===== src/rtl/muldiv_unit.sv =====
// Iterative HI/LO multiply/divide unit: radix-2 shift-add multiply and restoring divide,
// one bit per clock, with sign correction in a final commit state.
module muldiv_unit #(
    parameter int WIDTH = 32
) (
    input  logic             clk,
    input  logic             rst,
    input  logic             start,
    input  logic [1:0]       op,
    input  logic [WIDTH-1:0] opa,
    input  logic [WIDTH-1:0] opb,
    input  logic             cancel,
    input  logic             wr_hi,
    input  logic             wr_lo,
    input  logic [WIDTH-1:0] wr_data,
    output logic             busy,
    output logic             done,
    output logic             div_by_zero,
    output logic [WIDTH-1:0] hi,
    output logic [WIDTH-1:0] lo
);

    localparam int CW = $clog2(WIDTH + 1);

    typedef enum logic [1:0] {
        IDLE = 2'd0,
        CALC = 2'd1,
        FIX  = 2'd2
    } state_t;

    state_t r_state;
    state_t w_state_next;

    logic [CW-1:0]    r_count;
    // r_upper:r_lower is the product / remainder:quotient pair; r_operand is the
    // multiplicand (MUL*) or divisor (DIV*).
    logic [WIDTH-1:0] r_upper;
    logic [WIDTH-1:0] r_lower;
    logic [WIDTH-1:0] r_operand;
    logic             r_is_div;
    logic             r_neg_a;
    logic             r_neg_b;
    logic             r_dbz_pend;
    logic [WIDTH-1:0] r_hi;
    logic [WIDTH-1:0] r_lo;
    logic             r_done;
    logic             r_dbz;

    logic             w_accept;
    logic             w_iter;
    logic             w_commit;

    logic             w_signed_op;
    logic             w_neg_a;
    logic             w_neg_b;
    logic [WIDTH-1:0] w_mag_a;
    logic [WIDTH-1:0] w_mag_b;
    logic             w_start_dbz;

    logic [WIDTH:0]   w_mul_sum;
    logic [WIDTH-1:0] w_mul_upper;
    logic [WIDTH-1:0] w_mul_lower;
    logic [WIDTH:0]   w_div_shift;
    logic [WIDTH:0]   w_div_diff;
    logic             w_div_ge;
    logic [WIDTH-1:0] w_div_upper;
    logic [WIDTH-1:0] w_div_lower;
    logic [WIDTH-1:0] w_upper_step;
    logic [WIDTH-1:0] w_lower_step;

    logic [2*WIDTH-1:0] w_prod;
    logic [2*WIDTH-1:0] w_prod_fix;
    logic [WIDTH-1:0]   w_quot_fix;
    logic [WIDTH-1:0]   w_rem_fix;
    logic [WIDTH-1:0]   w_res_hi;
    logic [WIDTH-1:0]   w_res_lo;

    // Operand conditioning at acceptance: MULT (00) and DIV (10) are the signed ops.
    assign w_signed_op = ~op[0];
    assign w_neg_a     = w_signed_op & opa[WIDTH-1];
    assign w_neg_b     = w_signed_op & opb[WIDTH-1];
    assign w_mag_a     = w_neg_a ? -opa : opa;
    assign w_mag_b     = w_neg_b ? -opb : opb;
    assign w_start_dbz = op[1] & (opb == '0);

    // Multiply step: conditionally add multiplicand to the upper half, shift right.
    assign w_mul_sum   = {1'b0, r_upper} + (r_lower[0] ? {1'b0, r_operand} : {(WIDTH+1){1'b0}});
    assign w_mul_upper = w_mul_sum[WIDTH:1];
    assign w_mul_lower = {w_mul_sum[0], r_lower[WIDTH-1:1]};

    // Divide step: shift in the next dividend bit, subtract if it fits (bit WIDTH is the borrow).
    assign w_div_shift = {r_upper, r_lower[WIDTH-1]};
    assign w_div_diff  = w_div_shift - {1'b0, r_operand};
    assign w_div_ge    = ~w_div_diff[WIDTH];
    assign w_div_upper = w_div_ge ? w_div_diff[WIDTH-1:0] : w_div_shift[WIDTH-1:0];
    assign w_div_lower = {r_lower[WIDTH-2:0], w_div_ge};

    assign w_upper_step = r_is_div ? w_div_upper : w_mul_upper;
    assign w_lower_step = r_is_div ? w_div_lower : w_mul_lower;

    // Sign correction. On divide-by-zero r_upper holds |opa|, so the remainder
    // fix-up restores the original dividend for HI.
    assign w_prod     = {r_upper, r_lower};
    assign w_prod_fix = (r_neg_a ^ r_neg_b) ? -w_prod : w_prod;
    assign w_quot_fix = (r_neg_a ^ r_neg_b) ? -r_lower : r_lower;
    assign w_rem_fix  = r_neg_a ? -r_upper : r_upper;
    assign w_res_hi   = r_is_div ? w_rem_fix : w_prod_fix[2*WIDTH-1:WIDTH];
    assign w_res_lo   = r_is_div ? (r_dbz_pend ? {WIDTH{1'b1}} : w_quot_fix)
                                 : w_prod_fix[WIDTH-1:0];

    always_ff @(posedge clk or posedge rst) begin
        if (rst) begin
            r_state <= IDLE;
        end else begin
            r_state <= w_state_next;
        end
    end

    always_comb begin
        w_state_next = r_state;
        w_accept     = 1'b0;
        w_iter       = 1'b0;
        w_commit     = 1'b0;
        case (r_state)
            IDLE: begin
                if (start && !cancel) begin
                    w_accept     = 1'b1;
                    w_state_next = w_start_dbz ? FIX : CALC;
                end
            end
            CALC: begin
                if (cancel) begin
                    w_state_next = IDLE;
                end else begin
                    w_iter = 1'b1;
                    if (r_count == CW'(WIDTH - 1)) begin
                        w_state_next = FIX;
                    end
                end
            end
            FIX: begin
                w_state_next = IDLE;
                if (!cancel) begin
                    w_commit = 1'b1;
                end
            end
            default: begin
                w_state_next = IDLE;
            end
        endcase
    end

    always_ff @(posedge clk or posedge rst) begin
        if (rst) begin
            r_count    <= '0;
            r_upper    <= '0;
            r_lower    <= '0;
            r_operand  <= '0;
            r_is_div   <= 1'b0;
            r_neg_a    <= 1'b0;
            r_neg_b    <= 1'b0;
            r_dbz_pend <= 1'b0;
            r_hi       <= '0;
            r_lo       <= '0;
            r_done     <= 1'b0;
            r_dbz      <= 1'b0;
        end else begin
            r_done <= 1'b0;
            if (w_accept) begin
                r_is_div   <= op[1];
                r_neg_a    <= w_neg_a;
                r_neg_b    <= w_neg_b;
                r_dbz_pend <= w_start_dbz;
                r_count    <= '0;
                if (w_start_dbz) begin
                    r_upper <= w_mag_a;
                    r_lower <= {WIDTH{1'b1}};
                end else if (op[1]) begin
                    r_upper   <= '0;
                    r_lower   <= w_mag_a;
                    r_operand <= w_mag_b;
                end else begin
                    r_upper   <= '0;
                    r_lower   <= w_mag_b;
                    r_operand <= w_mag_a;
                end
            end else if (w_iter) begin
                r_upper <= w_upper_step;
                r_lower <= w_lower_step;
                r_count <= r_count + 1'b1;
            end

            // Direct writes land first; a same-cycle start commits over them later.
            if (r_state == IDLE) begin
                if (wr_hi) begin
                    r_hi <= wr_data;
                end
                if (wr_lo) begin
                    r_lo <= wr_data;
                end
            end

            if (w_commit) begin
                r_hi   <= w_res_hi;
                r_lo   <= w_res_lo;
                r_dbz  <= r_dbz_pend;
                r_done <= 1'b1;
            end
        end
    end

    assign busy        = (r_state != IDLE);
    assign done        = r_done;
    assign div_by_zero = r_dbz;
    assign hi          = r_hi;
    assign lo          = r_lo;

endmodule


===== config.mk =====
export PLATFORM = sky130hd
export DESIGN_NAME = muldiv_unit
export DESIGN_NICKNAME = d
export VERILOG_FILES = /design/src/rtl/muldiv_unit.sv
export SDC_FILE = /design/constraint.sdc
export NUM_CORES = 1
export LEC_CHECK = 0
export ABC_AREA = 1
export CORE_AREA = 3 3 275 277
export CTS_CLUSTER_SIZE = 8
export DETAILED_ROUTE_END_ITERATION = 16
export DIE_AREA = 0 0 278 280
export GPL_TIMING_DRIVEN = 0
export PLACE_DENSITY_LB_ADDON = 0.05
export SETUP_SLACK_MARGIN = 0.3
export SYNTH_ARGS = -nofsm -noshare
export SYNTH_HDL_FRONTEND = slang
export SYNTH_SLANG_ARGS = --single-unit

===== constraint.sdc =====
create_clock -name clk -period 17.5 [get_ports clk]
set_input_delay 4.375 -clock clk [delete_from_list [all_inputs] [get_ports clk]]
set_output_delay 4.375 -clock clk [all_outputs]
set_load 0.01 [all_outputs]

==> flow_summary.ini <==
[global_routing]
track_usage_pct = 26.1
antenna_found_initial = 3
grt_pass1_vias = 20800
overflow = 0
grt_start_max_net_pins = 117
grt_pass1_wl_mm = 148

[drt]
wl_mm = 103
vias = 21318
drtIter0Drc = 1971
post_drt_wl_per_cell_um = 24.6
vias_per_cell = 5.06
route.detailed.drc = 0
drt.antenna.violating_nets = 0
drt-pass1-iter-count = 6

[logic_synthesis]
ys_seq_area_share_pct = 23.8
yosysWarnings = 0
synthAdderAreaFrac_pct = 4.95
synth_xor_area_share_pct = 4.36
synth-simple-area-share_pct = 37.9
synth_mux_area_share_pct = 0
yosys.area.top_type_share_pct = 23.8
ys.flop_type = dfrtp_1
syn_area_um2 = 18300
synth.distinct_cells = 57
synth_edf_count = 0
async_flop_share_pct = 100
synth_top_family_by_area = simple AND/OR/NAND/NOR gates
avgSynthCellArea_um2 = 5.99
synth_nets = 3225
netlist_top_cells_area = dfrtp_1, nand2_1, inv_1
synth_area_leader_cell = dfrtp_1
synth-compound-area-share_pct = 17.5
netlist_instances = 3050
yosys_register_bits = 174

[sta]
max_freq_mhz = 144
fin_worst_skew_ns = 0.0186
relSlewSlack_pct = 33.7
finalSetupViolCount = 0
timing.final.ws_setup_ns = 10.54
period_share_pct = 39.8
hold_viol_final = 0
period_minus_slack_ns = 6.96
slew_violations = 0
rsz0062_at_grt = false
setup_tns_ns = 0
tightest_slew_ns = 0.988

[min_path]
hp-class = reg -> reg
hold_depth = 2

[worst_setup_path]
max_stage_delay_ns = 0.60
cp_max_fo = 6
critPathCaptureType = flip-flop
path_depth = 13
setup.worst_path.class = in -> reg
r2r_setup_slack_ns = 13.67
cp_data_required_time_ns = 17.85
cp.arrival_ns = 7.31
cp-endpoint = r_lower[18]
cp_num_buf_inv = 2
rr_startpoint = r_upper[0]
start_kind = input port
slowest_stage = clkdlybuf4s50_1
path_common_cell = nand3_1
cp_cell_sequence = clkdlybuf4s50_1 > inv_1 > ha_1 > nand3_1 > nor2_1 > nand3_1 > nor2_1 > nand3_1 > nand2_1 > xor2_1 > o21ai_0 > nand2_1 > o21ai_0
ff2ff_path_depth = 19
reg2reg_to = r_upper[15]
critPathLaunch = opa[0]
cpLargestDelayFamily = simple AND/OR/NAND/NOR gates

[clock_network]
cts_tree = built
cts_sinks = 174
post_cts_buffers = 0
cts.repair.resized = 0
clock-root-buffer = clkbuf_16
cts_buffers = 17
clockBufferDepth = 2
clkTransAtPathRegs_ns = 0.07
htreeDepth = 4
insertion_delay_ns = 0.49
ctsHoldBuffers = 0

[status]
status = complete, no violations

[die]
row_count = 99
core_um2 = 73100
io_pins = 171
die_h_um = 280
die_x_um = 278
die_area_um2 = 77800
initial_core_util_pct = 25.0

[placed_design]
dp_slack_ns = 10.12
port_buffers = 169
dp_hpwl_mm = 87.9
finalWeightedCongestion = 0.962

[power]
power.total_mw = 3.91
ir_worst_vdd_uv = 85.7
power.density_nw_per_um2 = 180
leakagePower_nw = 10.3

[cells_and_area]
nets = 3414
antenna_cells = 0
area_growth_pct = 19.0
drive_above_1_share_pct = 4.24

[run]
cap_viol_max_count = 0
-- registers in the layout, indices dropped and copies added, names as in the netlist --
signal	cells
hi	32
done	1
r_is_div	1
r_lower	32
r_neg_b	1
r_dbz_pend	1
r_upper	32
lo	32
div_by_zero	1
r_count	6
r_neg_a	1
r_operand	32
r_state	2
-- area by class of cell --
class                      instances  area, um2
buffer                           109        504
clock buffer                      20        447
clock inverter                    12        103
fill                            8431      51300
inverter                         422       1600
multi-input combinational       2345      11800
sequential                       174       4350
tap                              959       1200
timing repair buffer             170       1720
-- cells by family (layout without fill, tap and decap cells) --
group | count (synthesis) | in the layout
buffers and inverters | 531 | 733
XOR/XNOR | 91 | 91
AO/OA/AOI/OAI | 551 | 551
adder cells (fa/ha/maj) | 71 | 71
flip-flops | 174 | 174
AND/OR/NAND/NOR | 1632 | 1632
-- tightest hold or removal path: stages, from the launching register on --
cell	delay [ns]
dfrtp_1	0.35
nand2_1	0.05
nand3_1	0.07
-- worst min path at each step --
| stage | start | end | slack (ns) |
|---|---|---|---|
| 6_report | hi[13] | hi[13] | 0.50 |
| 5_1_grt | hi[13] | hi[13] | 0.53 |
| 3_3_place_gp | lo[5] | lo[5] | 0.48 |
| 3_5_place_dp | lo[5] | lo[5] | 0.49 |
| 4_1_cts | hi[13] | hi[13] | 0.51 |
| 2_1_floorplan | r_count[5] | r_count[5] | 0.49 |
-- power by group --
| group | internal [mW] | total, mW | switching [mW] |
|---|---|---|---|
| registers | 0.537 | 0.867 | 0.330 |
| logic | 0.830 | 2.66 | 1.83 |
| clock network | 0.189 | 0.378 | 0.189 |
-- cell usage in the layout (no fill, tap or decap), drive strengths merged, types with 2 or more instances in the layout --
cell type        n
nand2          913
inv            423
nor2           360
nand3          234
o21ai          229
dfrtp          174
a21oi          173
clkdlybuf4s50  169
clkbuf          90
xor2            73
ha              69
nor3            54
o211ai          44
buf             40
nand4           35
o21bai          24
o22ai           20
xnor2           18
a221oi          17
nand3b          13
o2111ai         11
clkinv          10
a31oi            7
nor4             7
o31ai            6
o221ai           6
and2             5
a21boi           5
or2              4
o21a             4
and3             4
a21o             2
nand2b           2
fa               2
-- layer usage --
layer | global-route usage (%) | part of all wire (%)
met5 | 0 | 0.013
met4 | 9.14 | 3.5
met3 | 2.85 | 4.9
met1 | 35.2 | 45
met2 | 43.4 | 46
-- cell usage after synthesis, drive strengths merged, types with 6 or more instances --
master   instances
a221oi          17
nand4           35
o22ai           20
dfrtp          174
nor2           360
o21ai          229
nand3b          13
o221ai           6
o211ai          44
nor4             7
o2111ai         11
nand2          913
xnor2           18
o31ai            6
clkbuf          70
nand3          234
buf             39
nor3            54
xor2            73
a31oi            7
ha              69
o21bai          24
inv            418
a21oi          173
-- stage by stage --
stage / utilization (%) / hold slack [ns] / instance area (um2) / cells
finish: 29.8 / 0.499 / 21700 / 4211
global route: 29.8 / 0.532 / 21700 / 4211
CTS: 29.8 / 0.511 / 21700 / 4211
detailed placement: 29.0 / 0.494 / 21200 / 4179
global placement: 29.0 / 0.484 / 21200 / 4178
floorplan: - / 0.489 / 18300 / 3050
Note: power is estimated with default switching activity, not from simulation.
